File: src/rtl/video_sync_gen_if.sv
// Timing bundle between the raster generator and the video output stage.
// The master side is the generator; the slave side consumes the timing.
interface video_sync_gen_if;
   logic       cen;
   logic       cfg_vsel;
   logic [8:0] hcount;
   logic [8:0] vcount;
   logic       hblank;
   logic       vblank;
   logic       hpix;
   logic       vpix;
   logic       hsync;
   logic       vsync;
   logic       vga_hsync;
   logic       hsync_start;
   logic       scanin_start;
   logic       scanout_start;
   logic       line_start;
   logic       frame_start;

   modport master (
      input  cen, cfg_vsel,
      output hcount, vcount, hblank, vblank, hpix, vpix, hsync, vsync, vga_hsync,
      output hsync_start, scanin_start, scanout_start, line_start, frame_start
   );

   modport slave (
      output cen, cfg_vsel,
      input  hcount, vcount, hblank, vblank, hpix, vpix, hsync, vsync, vga_hsync,
      input  hsync_start, scanin_start, scanout_start, line_start, frame_start
   );
endinterface

File: src/rtl/video_sync_gen.sv
// Raster timing generator: dot/line counters with registered, zero-lag blanking, sync,
// pixel-window and scan-doubler strobes decoded from the next counter state.
module video_sync_gen #(
   parameter int unsigned HTotal    = 448,
   parameter int unsigned HBlankEnd = 88,
   parameter int unsigned HSyncBeg  = 16,
   parameter int unsigned HSyncEnd  = 48,
   parameter int unsigned HPixBeg   = 152,
   parameter int unsigned HPixEnd   = 408,
   parameter int unsigned VgaHsBeg  = 8,
   parameter int unsigned VgaHsEnd  = 24,
   parameter int unsigned VTotalA   = 320,
   parameter int unsigned VTotalB   = 312,
   parameter int unsigned VBlankEnd = 32,
   parameter int unsigned VSyncBeg  = 8,
   parameter int unsigned VSyncEnd  = 12,
   parameter int unsigned VPixBeg   = 80,
   parameter int unsigned VPixEnd   = 272
) (
   input  logic                clk,
   input  logic                rst_n,
   video_sync_gen_if.master    vid_io
);

   localparam logic [8:0] HLast      = 9'(HTotal - 1);
   localparam logic [8:0] HHalf      = 9'(HTotal / 2);
   localparam logic [8:0] HBlankEndC = 9'(HBlankEnd);
   localparam logic [8:0] HSyncBegC  = 9'(HSyncBeg);
   localparam logic [8:0] HSyncEndC  = 9'(HSyncEnd);
   localparam logic [8:0] HPixBegC   = 9'(HPixBeg);
   localparam logic [8:0] HPixEndC   = 9'(HPixEnd);
   localparam logic [8:0] VgaHsBegC  = 9'(VgaHsBeg);
   localparam logic [8:0] VgaHsEndC  = 9'(VgaHsEnd);
   localparam logic [8:0] VTotA      = 9'(VTotalA);
   localparam logic [8:0] VTotB      = 9'(VTotalB);
   localparam logic [8:0] VBlankEndC = 9'(VBlankEnd);
   localparam logic [8:0] VSyncBegC  = 9'(VSyncBeg);
   localparam logic [8:0] VSyncEndC  = 9'(VSyncEnd);
   localparam logic [8:0] VPixBegC   = 9'(VPixBeg);
   localparam logic [8:0] VPixEndC   = 9'(VPixEnd);

   typedef struct packed {
      logic hblank;
      logic vblank;
      logic hpix;
      logic vpix;
      logic hsync;
      logic vsync;
      logic vga_hsync;
   } levels_t;

   typedef struct packed {
      logic hsync_start;
      logic scanin_start;
      logic scanout_start;
      logic line_start;
      logic frame_start;
   } pulses_t;

   logic       cen;
   logic       cfg_vsel;
   logic [8:0] hcount_q, hcount_d;
   logic [8:0] vcount_q, vcount_d;
   logic [8:0] vtotal_q, vtotal_d;
   logic       h_wrap;
   logic       v_wrap;
   logic [8:0] hhalf_pos;
   levels_t    lvl_q, lvl_d;
   pulses_t    pls_q, pls_d;

   assign cen      = vid_io.cen;
   assign cfg_vsel = vid_io.cfg_vsel;

   // Counter next state; frame length is only re-latched at the frame wrap.
   always_comb begin
      h_wrap   = (hcount_q == HLast);
      v_wrap   = (vcount_q == vtotal_q - 9'd1);
      hcount_d = hcount_q;
      vcount_d = vcount_q;
      vtotal_d = vtotal_q;
      if (cen) begin
         hcount_d = h_wrap ? 9'd0 : hcount_q + 9'd1;
         if (h_wrap) begin
            vcount_d = v_wrap ? 9'd0 : vcount_q + 9'd1;
            if (v_wrap) begin
               vtotal_d = cfg_vsel ? VTotB : VTotA;
            end
         end
      end
   end

   // Decode from the next counter values so registered levels line up with hcount/vcount.
   always_comb begin
      hhalf_pos       = (hcount_d >= HHalf) ? hcount_d - HHalf : hcount_d;
      lvl_d           = '0;
      lvl_d.hblank    = (hcount_d < HBlankEndC);
      lvl_d.vblank    = (vcount_d < VBlankEndC);
      lvl_d.hpix      = (hcount_d >= HPixBegC) && (hcount_d < HPixEndC);
      lvl_d.vpix      = (vcount_d >= VPixBegC) && (vcount_d < VPixEndC);
      lvl_d.hsync     = (hcount_d >= HSyncBegC) && (hcount_d < HSyncEndC);
      lvl_d.vsync     = (vcount_d >= VSyncBegC) && (vcount_d < VSyncEndC);
      lvl_d.vga_hsync = (hhalf_pos >= VgaHsBegC) && (hhalf_pos < VgaHsEndC);
   end

   // Strobes fire only on a cen edge, so they self-clear on the following clock.
   always_comb begin
      pls_d = '0;
      if (cen) begin
         pls_d.hsync_start   = (hcount_d == HSyncBegC);
         pls_d.scanin_start  = (hcount_d == HBlankEndC);
         pls_d.scanout_start = (hcount_d == 9'd0) || (hcount_d == HHalf);
         pls_d.line_start    = (hcount_d == 9'd0);
         pls_d.frame_start   = (hcount_d == 9'd0) && (vcount_d == 9'd0);
      end
   end

   always_ff @(posedge clk or negedge rst_n) begin
      if (!rst_n) begin
         hcount_q <= HLast;
         vcount_q <= VTotA - 9'd1;
         vtotal_q <= VTotA;
         lvl_q    <= '0;
         pls_q    <= '0;
      end else begin
         hcount_q <= hcount_d;
         vcount_q <= vcount_d;
         vtotal_q <= vtotal_d;
         pls_q    <= pls_d;
         if (cen) begin
            lvl_q <= lvl_d;
         end
      end
   end

   assign vid_io.hcount        = hcount_q;
   assign vid_io.vcount        = vcount_q;
   assign vid_io.hblank        = lvl_q.hblank;
   assign vid_io.vblank        = lvl_q.vblank;
   assign vid_io.hpix          = lvl_q.hpix;
   assign vid_io.vpix          = lvl_q.vpix;
   assign vid_io.hsync         = lvl_q.hsync;
   assign vid_io.vsync         = lvl_q.vsync;
   assign vid_io.vga_hsync     = lvl_q.vga_hsync;
   assign vid_io.hsync_start   = pls_q.hsync_start;
   assign vid_io.scanin_start  = pls_q.scanin_start;
   assign vid_io.scanout_start = pls_q.scanout_start;
   assign vid_io.line_start    = pls_q.line_start;
   assign vid_io.frame_start   = pls_q.frame_start;

endmodule

File: src/flat_wrapper.sv
// flat-port wrapper written by rule: the top's interface ports become plain ports
module video_sync_gen_flat 
#(
   parameter int unsigned HTotal    = 448,
   parameter int unsigned HBlankEnd = 88,
   parameter int unsigned HSyncBeg  = 16,
   parameter int unsigned HSyncEnd  = 48,
   parameter int unsigned HPixBeg   = 152,
   parameter int unsigned HPixEnd   = 408,
   parameter int unsigned VgaHsBeg  = 8,
   parameter int unsigned VgaHsEnd  = 24,
   parameter int unsigned VTotalA   = 320,
   parameter int unsigned VTotalB   = 312,
   parameter int unsigned VBlankEnd = 32,
   parameter int unsigned VSyncBeg  = 8,
   parameter int unsigned VSyncEnd  = 12,
   parameter int unsigned VPixBeg   = 80,
   parameter int unsigned VPixEnd   = 272
)
  (clk, rst_n, vid_io_cen, vid_io_cfg_vsel, vid_io_hcount, vid_io_vcount, vid_io_hblank, vid_io_vblank, vid_io_hpix, vid_io_vpix, vid_io_hsync, vid_io_vsync, vid_io_vga_hsync, vid_io_hsync_start, vid_io_scanin_start, vid_io_scanout_start, vid_io_line_start, vid_io_frame_start);
  video_sync_gen_if vid_io_i ();
  input  logic clk;
  input  logic rst_n;
  input wire logic [$bits(vid_io_i.cen)-1:0] vid_io_cen;
  input wire logic [$bits(vid_io_i.cfg_vsel)-1:0] vid_io_cfg_vsel;
  output wire logic [$bits(vid_io_i.hcount)-1:0] vid_io_hcount;
  output wire logic [$bits(vid_io_i.vcount)-1:0] vid_io_vcount;
  output wire logic [$bits(vid_io_i.hblank)-1:0] vid_io_hblank;
  output wire logic [$bits(vid_io_i.vblank)-1:0] vid_io_vblank;
  output wire logic [$bits(vid_io_i.hpix)-1:0] vid_io_hpix;
  output wire logic [$bits(vid_io_i.vpix)-1:0] vid_io_vpix;
  output wire logic [$bits(vid_io_i.hsync)-1:0] vid_io_hsync;
  output wire logic [$bits(vid_io_i.vsync)-1:0] vid_io_vsync;
  output wire logic [$bits(vid_io_i.vga_hsync)-1:0] vid_io_vga_hsync;
  output wire logic [$bits(vid_io_i.hsync_start)-1:0] vid_io_hsync_start;
  output wire logic [$bits(vid_io_i.scanin_start)-1:0] vid_io_scanin_start;
  output wire logic [$bits(vid_io_i.scanout_start)-1:0] vid_io_scanout_start;
  output wire logic [$bits(vid_io_i.line_start)-1:0] vid_io_line_start;
  output wire logic [$bits(vid_io_i.frame_start)-1:0] vid_io_frame_start;
  assign vid_io_i.cen = vid_io_cen;
  assign vid_io_i.cfg_vsel = vid_io_cfg_vsel;
  assign vid_io_hcount = vid_io_i.hcount;
  assign vid_io_vcount = vid_io_i.vcount;
  assign vid_io_hblank = vid_io_i.hblank;
  assign vid_io_vblank = vid_io_i.vblank;
  assign vid_io_hpix = vid_io_i.hpix;
  assign vid_io_vpix = vid_io_i.vpix;
  assign vid_io_hsync = vid_io_i.hsync;
  assign vid_io_vsync = vid_io_i.vsync;
  assign vid_io_vga_hsync = vid_io_i.vga_hsync;
  assign vid_io_hsync_start = vid_io_i.hsync_start;
  assign vid_io_scanin_start = vid_io_i.scanin_start;
  assign vid_io_scanout_start = vid_io_i.scanout_start;
  assign vid_io_line_start = vid_io_i.line_start;
  assign vid_io_frame_start = vid_io_i.frame_start;
  video_sync_gen #(.HTotal(HTotal), .HBlankEnd(HBlankEnd), .HSyncBeg(HSyncBeg), .HSyncEnd(HSyncEnd), .HPixBeg(HPixBeg), .HPixEnd(HPixEnd), .VgaHsBeg(VgaHsBeg), .VgaHsEnd(VgaHsEnd), .VTotalA(VTotalA), .VTotalB(VTotalB), .VBlankEnd(VBlankEnd), .VSyncBeg(VSyncBeg), .VSyncEnd(VSyncEnd), .VPixBeg(VPixBeg), .VPixEnd(VPixEnd)) u_core (.clk(clk), .rst_n(rst_n), .vid_io(vid_io_i));
endmodule
File: config.mk
export PLATFORM = sky130hd
export DESIGN_NAME = video_sync_gen_flat
export DESIGN_NICKNAME = d
export VERILOG_FILES = /design/src/rtl/video_sync_gen_if.sv /design/src/rtl/video_sync_gen.sv /design/src/flat_wrapper.sv
export SDC_FILE = /design/constraint.sdc
export NUM_CORES = 1
export LEC_CHECK = 0
export BUFFER_PORTS_ARGS = -buffer_cell sky130_fd_sc_hd__buf_2
export CAP_MARGIN = 20
export CORE_UTILIZATION = 55
export DETAILED_ROUTE_END_ITERATION = 16
export PLACE_DENSITY = 0.77
export SYNTH_ARGS = -nofsm -noshare
export SYNTH_HDL_FRONTEND = slang
export SYNTH_SLANG_ARGS = --single-unit
File: constraint.sdc
create_clock -name clk -period 8 [get_ports clk]
set_input_delay 0.4 -clock clk [delete_from_list [all_inputs] [get_ports clk]]
set_output_delay 0.4 -clock clk [all_outputs]
set_load 0.05 [all_outputs]
======== Yosys cells after proc, flatten, opt, wreduce, memory -nomap -nowiden ========
Cells that the tools add are included.
storage, ports and cells
  flip-flop bits (word level) ............. 39
  bits of input ports ..................... 4
  output and inout port bits .............. 30
  logic and storage cells ................. 55
operators by class
  add/sub/neg operators ................... 4
  $lt $le $gt $ge ......................... 13
  eq/ne operators ......................... 5
  multiplexer cells ....................... 8
  reduce and logical (&&, ||, !) cells .... 10
operator list
  operator                                                                      count
  9-bit 2-to-1 mux                                                              6
  9-bit by 1-bit adder with 9-bit output, second input constant                 2
  9-bit by 4-bit >= comparator with 1-bit output, second input constant         2
  9-bit by 8-bit >= comparator with 1-bit output, second input constant         2
  9-bit zero test                                                               2
  9-bit by 6-bit less-than comparator with 1-bit output, second input constant  2
  9-bit less-than comparator, second input constant                             2
  9-bit by 5-bit equality test with 1-bit output, second input constant         1
  9-bit by 7-bit equality test with 1-bit output, second input constant         1
  9-bit by 8-bit equality test with 1-bit output, second input constant         1
  9-bit equality test                                                           1
  9-bit equality test, second input constant                                    1
  9-bit by 5-bit >= comparator with 1-bit output, second input constant         1
  9-bit by 7-bit >= comparator with 1-bit output, second input constant         1
  9-bit by 4-bit less-than comparator with 1-bit output, second input constant  1
  9-bit by 5-bit less-than comparator with 1-bit output, second input constant  1
  9-bit by 7-bit less-than comparator with 1-bit output, second input constant  1
  9-bit by 1-bit subtractor with 9-bit output, second input constant            1
  9-bit by 8-bit subtractor with 9-bit output, second input constant            1
  7-bit 2-to-1 mux                                                              1
  1-bit logical AND                                                             6
  5-bit 2-to-1 mux                                                              1
  3-bit AND reduction                                                           1
  1-bit logical OR                                                              1

======== Longest topological paths before layout ========
Gate-level depths: netlist (run 1).
  depth after elaboration ................. 8
  mapped depth ............................ 12
  mapped depth without buffers ............ 11

======== Worst setup path after synthesis (run 1) ========
Ideal clock, no wire load.
  path kind ............................... reg-to-reg
  start point ............................. reg u_core.hcount_q[0] (netlist: u_core.vid_io.hcount[0])
  end point ............................... reg u_core.lvl_q (netlist bit u_core.vid_io.hpix)
  setup time .............................. 125 ps
  data arrival time ....................... 2746 ps
  data required time ...................... 7875 ps
  setup slack ............................. 5129 ps
  stages on the path, launching flop included .. 12
  buffers on the path ..................... 1
  clock period less this slack ............ 2871 ps
  cell sequence ........................... dfstp_2 ha_1 buf_4 and2_0 nand3_1 a21oi_1 ha_1 inv_1 o31ai_1 nand2_1 xnor2_1 mux2_2
between the ends
  word-level cells in the longest chain between the ends .. 5
  elaborated cells on any way between the ends .. 7
  those cells by class .................... add/sub: 1; order compare: 2; eq/ne: 1; mux: 2; reduce/logical: 1
RTL lines
  element                                                                                       RTL line                                    text
  start: declaration                                                                            video_sync_gen.sv:62                        logic [8:0] hcount_q, hcount_d;
  start signal: assignment                                                                      video_sync_gen.sv:119                       hcount_q <= HLast;
  start signal: assignment                                                                      video_sync_gen.sv:125                       hcount_q <= hcount_d;
  9-bit by 1-bit adder with 9-bit output or 9-bit equality test (tied branches)                 video_sync_gen.sv:82, video_sync_gen.sv:76
  9-bit 2-to-1 mux                                                                              video_sync_gen.sv:82                        hcount_d = h_wrap ? 9'd0 : hcount_q + 9'd1;
  9-bit 2-to-1 mux *                                                                            video_sync_gen.sv:81                        if (cen) begin
  9-bit by 8-bit >= comparator with 1-bit output or 9-bit less-than comparator (tied branches)  video_sync_gen.sv:98                        lvl_d.hpix = (hcount_d >= HPixBegC) && (hcount_d < HPixEndC);
  1-bit logical AND *                                                                           video_sync_gen.sv:98
  end signal: assignment                                                                        video_sync_gen.sv:130                       lvl_q <= lvl_d;
  end: declaration                                                                              video_sync_gen.sv:68                        levels_t lvl_q, lvl_d;
Mark *: on every way between the ends. The rest lies on a longest branch, timed or not.
A chain may end at the register's enable or synchronous reset.

======== Worst setup path after layout (run 1) ========
  start point ............................. reg u_core.hcount_q[0] (netlist: u_core.vid_io.hcount[0])
  end point ............................... reg u_core.lvl_q (netlist bit u_core.vid_io.vga_hsync)
between the ends
  word-level cells in the longest chain between the ends .. 7
  elaborated cells on any way between the ends .. 10
  those cells by class .................... add/sub: 2; order compare: 3; eq/ne: 1; mux: 3; reduce/logical: 1
RTL lines
  element                                                                                                                  RTL line                                    text
  9-bit by 1-bit adder with 9-bit output or 9-bit equality test (tied branches)                                            video_sync_gen.sv:82, video_sync_gen.sv:76
  9-bit 2-to-1 mux                                                                                                         video_sync_gen.sv:82
  9-bit 2-to-1 mux *                                                                                                       video_sync_gen.sv:81
  9-bit by 8-bit subtractor with 9-bit output or 9-bit by 8-bit >= comparator with 1-bit output (tied branches)            video_sync_gen.sv:94                        hhalf_pos = (hcount_d >= HHalf) ? hcount_d - HHalf : hcount_d;
  9-bit 2-to-1 mux *                                                                                                       video_sync_gen.sv:94
  9-bit by 4-bit >= comparator with 1-bit output or 9-bit by 5-bit less-than comparator with 1-bit output (tied branches)  video_sync_gen.sv:102                       lvl_d.vga_hsync = (hhalf_pos >= VgaHsBegC) && (hhalf_pos < VgaHsEndC);
  1-bit logical AND *                                                                                                      video_sync_gen.sv:102
Marked as above.

==> flow_metrics.env, run 1 <==
export IMPL_final_common_cell="buf_2"
export IMPL_dieArea_um2=4530
export IMPL_drv_cap=0
export IMPL_hold_class="primary input to asynchronous set/reset pin"
export IMPL_total_power_uw=699
export IMPL_p_per_area_nw_per_um2=272
export IMPL_worstReg2RegStart="u_core.vid_io.hcount[0]"
export IMPL_synth_seq_area_share_pct=35.0
export IMPL_critical_path_startpoint="u_core.vid_io.hcount[0]"
export IMPL_drcViolationCount=0
export IMPL_postCtsHoldBufs=0
export IMPL_root_buffer="clkbuf_8"
export IMPL_start_kind="flip-flop"
export IMPL_ir_drop_mv=0.229
export IMPL_hold_viol=0
export IMPL_cts_buffers=5
export IMPL_relSlewSlack_pct=52.8
export IMPL_synth_fp_nets=285
export IMPL_routed_via_count=2134
export IMPL_gp_congestion=0.899
export IMPL_path_buf_inv=0
export IMPL_crit_path_top_delay_cell="dfstp_2"
export IMPL_post_cts_resized=0
export IMPL_path_cells="ha_1 -> and2_0 -> nand3_1 -> a21oi_1 -> ha_1 -> o32ai_1 -> o21ai_0 -> o32ai_1"
export IMPL_worst_pin_slew_ns=0.708
export IMPL_rows=23
export IMPL_yosys_most_used_dff="dfstp_2"
export IMPL_clk_pin_slew_ns=0.07
export IMPL_seqCellArea_um2=821
export IMPL_antenna_left=0
export IMPL_n_antenna_cell=0
export IMPL_coreArea_um2=4060
export IMPL_dieWidth_um=67.3
export IMPL_place_port_buffers=33
export IMPL_area_delta_synth_final_pct=9.33
export IMPL_path_class="flip-flop to flip-flop"
export IMPL_dieHeight_um=67.3
export IMPL_clock_skew_ns=0.00950
export IMPL_io_pins=34
export IMPL_r2r_slack_ns=4.86
export IMPL_antenna_found_initial=0
export IMPL_multiInputGateArea_um2=1360
export IMPL_cp_top_family="compound AO/OA/AOI/OAI gates"
export IMPL_grt_pass1_wl_um=8800
export IMPL_netlist_area_um2=2350
export IMPL_grt_max_degree=33
export IMPL_ff2ff_path_depth=8
export IMPL_min_period_ns=3.14
export IMPL_cp_depth=8
export IMPL_cts_buffer_depth=2
export IMPL_first_pass_iters=4
export IMPL_post_route_cells_drive_above_1_share_pct=24.0
export IMPL_grt_pass1_vias=1804
export IMPL_clock_sinks=32
export IMPL_layout_common_cells="33 x buf_2, 32 x nand2_1, 21 x nor2_1"
export IMPL_hpwlAfterDp_um=3890
export IMPL_grt_ovfl_total=0
export IMPL_synth_edf_count=0
export IMPL_insertion_delay_ns=0.29
export IMPL_setup_tns_ns=0
export IMPL_yosys_warnings=0
export IMPL_post_cts_buffers=0
export IMPL_total_leakage_power_uw=0.00111
export IMPL_rsz0062_at_grt="no"
export IMPL_async_flop_share_pct=100
export IMPL_synth_avg_cell_area_um2=8.60
export IMPL_r2r_end="u_core.vid_io.vga_hsync"
export IMPL_required_ns=8.20
export IMPL_htreeDepth=2
export IMPL_cp_endpoint="u_core.vid_io.vga_hsync"
export IMPL_slew_viol_final=0
export IMPL_routed_via_density=6.17
export IMPL_cp_end_kind="flip-flop"
export IMPL_finalCritPeriodShare_pct=39.3
export IMPL_initial_core_util_pct=57.8
export IMPL_nFillCells=360
export IMPL_status="complete, no violations"
export IMPL_final_setup_viol_count=0
export IMPL_ys_seq_elements=32
export IMPL_cts_tree="done"
export IMPL_track_usage_pct=26.5
export IMPL_routed_wirelength_um=5420
export IMPL_crit_arrival_ns=3.34
export IMPL_crit_fanout=9
export IMPL_syn_instance_count=273
export IMPL_drtIter0Drc=216
export IMPL_fmax_mhz=318
export IMPL_synth_cell_type_count=60
export IMPL_wire_per_inst_um=15.7
export IMPL_nets=307
export IMPL_crit_path_max_incr_delay_ns=0.60
per-layer routing:
metal	wire length, um	up-vias	global-route usage, %
met5	0	-	0
met4	90	0	9.57
met3	392	8	5.57
met2	2420	78	38.0
met1	2520	1013	38.8
li1	-	1035	-
worst min path at each step:
stage | start | endpoint | slack [ns]
after detailed placement | u_core.vid_io.vsync | u_core.vid_io.vsync | 0.47
final | rst_n | u_core.vid_io.hsync | 0.15
after floorplan | rst_n | u_core.vid_io.frame_start | 0.10
after global routing | rst_n | u_core.vid_io.hsync | 0.22
after CTS | rst_n | u_core.vid_io.hsync_start | 0.17
after global placement | u_core.vid_io.vsync | u_core.vid_io.vsync | 0.46
power breakdown:
| part | internal, uW | switching (uW) |
|---|---|---|
| Clock | 92.4 | 60.9 |
| Sequential | 200 | 43.7 |
| Combinational | 92.1 | 210 |
| Total | 385 | 314 |
logic make-up after synthesis:
group,Yosys count,synth area share (%)
compound gates,60,17.5
xor+xnor,13,4.85
fa+ha+maj,8,4.26
buf+inv,32,7.20
flops,32,35.0
mux,9,4.00
simple gates,119,27.2
cells in the mapped netlist, drive strengths merged (3+ instances only):
master  number  area [um2]
nand2       32         120
nor2        21        78.8
a21oi       19        98.9
dfrtp       16         400
dfstp       16         420
inv         14        52.6
buf         12        92.6
nand3       10        62.6
o21ai       10        53.8
xnor2       10        87.6
nand4        9        56.3
nor3         9        45.0
ha           8         100
and3         7        45.1
clkbuf       6        23.8
mux2i        6        60.1
or3          6        38.8
a31oi        4        25.0
and4         4        35.0
nor4         4        25.0
o31ai        4        30.0
a211oi       3        27.5
a22o         3        27.5
and2         3        18.8
mux2         3        33.8
o32ai        3        26.3
or2          3        18.8
xor2         3        26.3
metrics by stage:
| stage | area [um2] | setup WS [ns] | utilization [%] | hold slack [ns] | std cells |
|---|---|---|---|---|---|
| floorplan | 2350 | 5.13 | - | 0.104 | 273 |
| global placement | 2460 | 4.98 | 60.6 | 0.465 | 338 |
| detailed placement | 2460 | 4.93 | 60.6 | 0.471 | 338 |
| CTS | 2570 | 4.92 | 63.2 | 0.170 | 346 |
| global route | 2570 | 4.64 | 63.2 | 0.215 | 346 |
| finish | 2570 | 4.86 | 63.2 | 0.153 | 346 |
final cells by class:
cell class | count | area share, %
inverter | 14 | 2.05
clock buffer | 6 | 2.83
tap | 50 | 2.44
clock inverter | 2 | 1.37
sequential | 32 | 32.0
timing repair buffer | 33 | 6.44
multi-input combinational | 209 | 52.9
worst register-to-register path, delay by kind of cell, from the launching register on:
family	cells	cell delay, ns
AOI/OAI and AO/OA	4	1.19
and+or+nand+nor	2	0.58
DFF	1	0.60
adders and majority gates	2	0.69
Note: power is estimated with default switching activity, not from simulation.
==> run 2: changes to the inputs <==
==> constraint.sdc (replaced) <==
create_clock -name clk -period 3.03 [get_ports clk]
set_input_delay 0.1515 -clock clk [delete_from_list [all_inputs] [get_ports clk]]
set_output_delay 0.1515 -clock clk [all_outputs]
set_load 0.05 [all_outputs]
==> run 2 against run 1 <==
Effect of this change:
- count of clock-buffer cells in the layout up 2
- sequential power rose to 2.6 times the previous value
- hold slack worse by 0.059 ns
- fmax up 12%
- clock skew down 0.0079 ns
- flip-flop and latch count unchanged
- utilization up 1.3 points
- setup slack worse by 4.6 ns
- register-to-register slack worse by 4.6 ns
- non-clock buffer count up 9
- critical path depth unchanged
- global-route usage about the same
==> flow_metrics.env, run 2 (synthesized netlist as in run 1, its figures left out) <==
export IMPL_status="complete, no violations"
export IMPL_ff2ff_path_depth=8
export IMPL_worst_pin_slew_ns=0.689
export IMPL_first_pass_iters=4
export IMPL_rsz0062_at_grt="no"
export IMPL_final_setup_viol_count=0
export IMPL_rows=23
export IMPL_root_buffer="clkbuf_8"
export IMPL_n_antenna_cell=0
export IMPL_multiInputGateArea_um2=1360
export IMPL_io_pins=34
export IMPL_hpwlAfterDp_um=3920
export IMPL_crit_fanout=8
export IMPL_routed_via_count=2181
export IMPL_wire_per_inst_um=15.0
export IMPL_required_ns=3.22
export IMPL_path_buf_inv=1
export IMPL_routed_via_density=6.14
export IMPL_drtIter0Drc=248
export IMPL_dieArea_um2=4530
export IMPL_ir_drop_mv=0.582
export IMPL_relSlewSlack_pct=54.1
export IMPL_grt_pass1_wl_um=8780
export IMPL_routed_wirelength_um=5330
export IMPL_cp_end_kind="flip-flop"
export IMPL_drv_cap=0
export IMPL_htreeDepth=2
export IMPL_final_common_cell="buf_2"
export IMPL_hold_class="primary input to flip-flop"
export IMPL_slew_viol_final=0
export IMPL_start_kind="flip-flop"
export IMPL_cp_depth=8
export IMPL_post_route_cells_drive_above_1_share_pct=25.6
export IMPL_clk_pin_slew_ns=0.06
export IMPL_grt_ovfl_total=0
export IMPL_cts_tree="done"
export IMPL_total_power_uw=1810
export IMPL_cts_buffer_depth=2
export IMPL_seqCellArea_um2=821
export IMPL_r2r_slack_ns=0.23
export IMPL_crit_path_max_incr_delay_ns=0.59
export IMPL_cts_buffers=5
export IMPL_nFillCells=343
export IMPL_antenna_left=0
export IMPL_hold_viol=0
export IMPL_initial_core_util_pct=57.8
export IMPL_gp_congestion=0.941
export IMPL_clock_sinks=32
export IMPL_clock_skew_ns=0.00159
export IMPL_crit_path_top_delay_cell="dfstp_2"
export IMPL_antenna_found_initial=0
export IMPL_fin_area_um2=2620
export IMPL_crit_arrival_ns=2.99
export IMPL_path_cells="ha_1 -> buf_4 -> nand2_1 -> nor4_1 -> mux2_2 -> or3b_2 -> a31oi_1 -> nor4b_2"
export IMPL_total_leakage_power_uw=0.00114
export IMPL_cp_top_family="simple AND/OR/NAND/NOR gates"
export IMPL_p_per_area_nw_per_um2=692
export IMPL_dieWidth_um=67.3
export IMPL_grt_pass1_vias=1843
export IMPL_coreArea_um2=4060
export IMPL_r2r_end="u_core.vid_io.frame_start"
export IMPL_layout_common_cells="33 x buf_2, 32 x nand2_1, 21 x nor2_1"
export IMPL_fmax_mhz=357
export IMPL_grt_max_degree=33
export IMPL_min_period_ns=2.80
export IMPL_drcViolationCount=0
export IMPL_hold_ws_ns=0.0935
export IMPL_dieHeight_um=67.3
export IMPL_nets=316
export IMPL_insertion_delay_ns=0.28
export IMPL_path_class="flip-flop to flip-flop"
export IMPL_critical_path_startpoint="u_core.vid_io.hcount[0]"
export IMPL_place_port_buffers=33
export IMPL_worstReg2RegStart="u_core.vid_io.hcount[0]"
export IMPL_setup_tns_ns=0
export IMPL_track_usage_pct=26.5
export IMPL_placed_area_um2=2520
export IMPL_finalCritPeriodShare_pct=92.4
export IMPL_post_cts_buffers=0
export IMPL_area_delta_synth_final_pct=11.6
export IMPL_cp_endpoint="u_core.vid_io.frame_start"
==> run 2: changes by cell type in the layout (fill, tap and decap cells not counted), sizes merged <==
cell / before / now
clkinv: 1 / 0
clkbuf: 6 / 8
buf: 33 / 41
bufinv: 1 / 0
dlygate4sd3: 0 / 1
==> run 2: timing repair <==
action,in CTS,in global routing
hold endpoints to repair,16,0
hold buffers,1,0
gates resized for setup,0,0
==> run 2: layer usage <==
| metal | GRT usage [%] | wire length, um | vias to the layer above |
|---|---|---|---|
| met3 | 5.07 | 351 | 8 |
| met5 | 0 | 0 | - |
| li1 | - | - | 1055 |
| met4 | 8.51 | 89 | 0 |
| met2 | 38.8 | 2350 | 80 |
| met1 | 38.9 | 2540 | 1038 |
==> run 2: power breakdown <==
group	total [uW]	internal (uW)	switching, uW
Clock	335	185	150
Combinational	843	271	572
Sequential	634	529	105
Total	1810	984	828
==> run 2: cell type report <==
type / instances / area share (%)
timing repair buffer: 42 / 8.98
multi-input combinational: 209 / 51.8
tap: 50 / 2.39
inverter: 14 / 2.01
sequential: 32 / 31.3
clock buffer: 8 / 3.44
==> run 2: per-stage QoR <==
step	setup slack (ns)	cells	utilization (%)
finish	0.231	355	64.5
global route	0.0257	355	64.5
CTS	0.239	355	64.5
detailed placement	0.250	346	62.1
global placement	0.358	346	62.1
floorplan	0.159	273	-
==> run 2: worst min path at each step <==
stage          slack (ns)             from                         end  cells after the start
4_1_cts              0.09  vid_io_cfg_vsel          u_core.vtotal_q[6]                      3
5_1_grt              0.10  vid_io_cfg_vsel          u_core.vtotal_q[6]                      3
2_1_floorplan       -0.14            rst_n   u_core.vid_io.frame_start                      0
3_5_place_dp         0.24            rst_n  u_core.vid_io.scanin_start                      1
3_3_place_gp         0.23            rst_n  u_core.vid_io.scanin_start                      1
6_report             0.09  vid_io_cfg_vsel          u_core.vtotal_q[6]                      3
==> run 2: worst register-to-register path, stage by stage, from the launching register on <==
cell and delay, ns:
dfstp_2 0.59, ha_1 0.21, buf_4 0.16, nand2_1 0.07, nor4_1 0.30, mux2_2 0.45, or3b_2 0.52, a31oi_1 0.18
nor4b_2 0.22
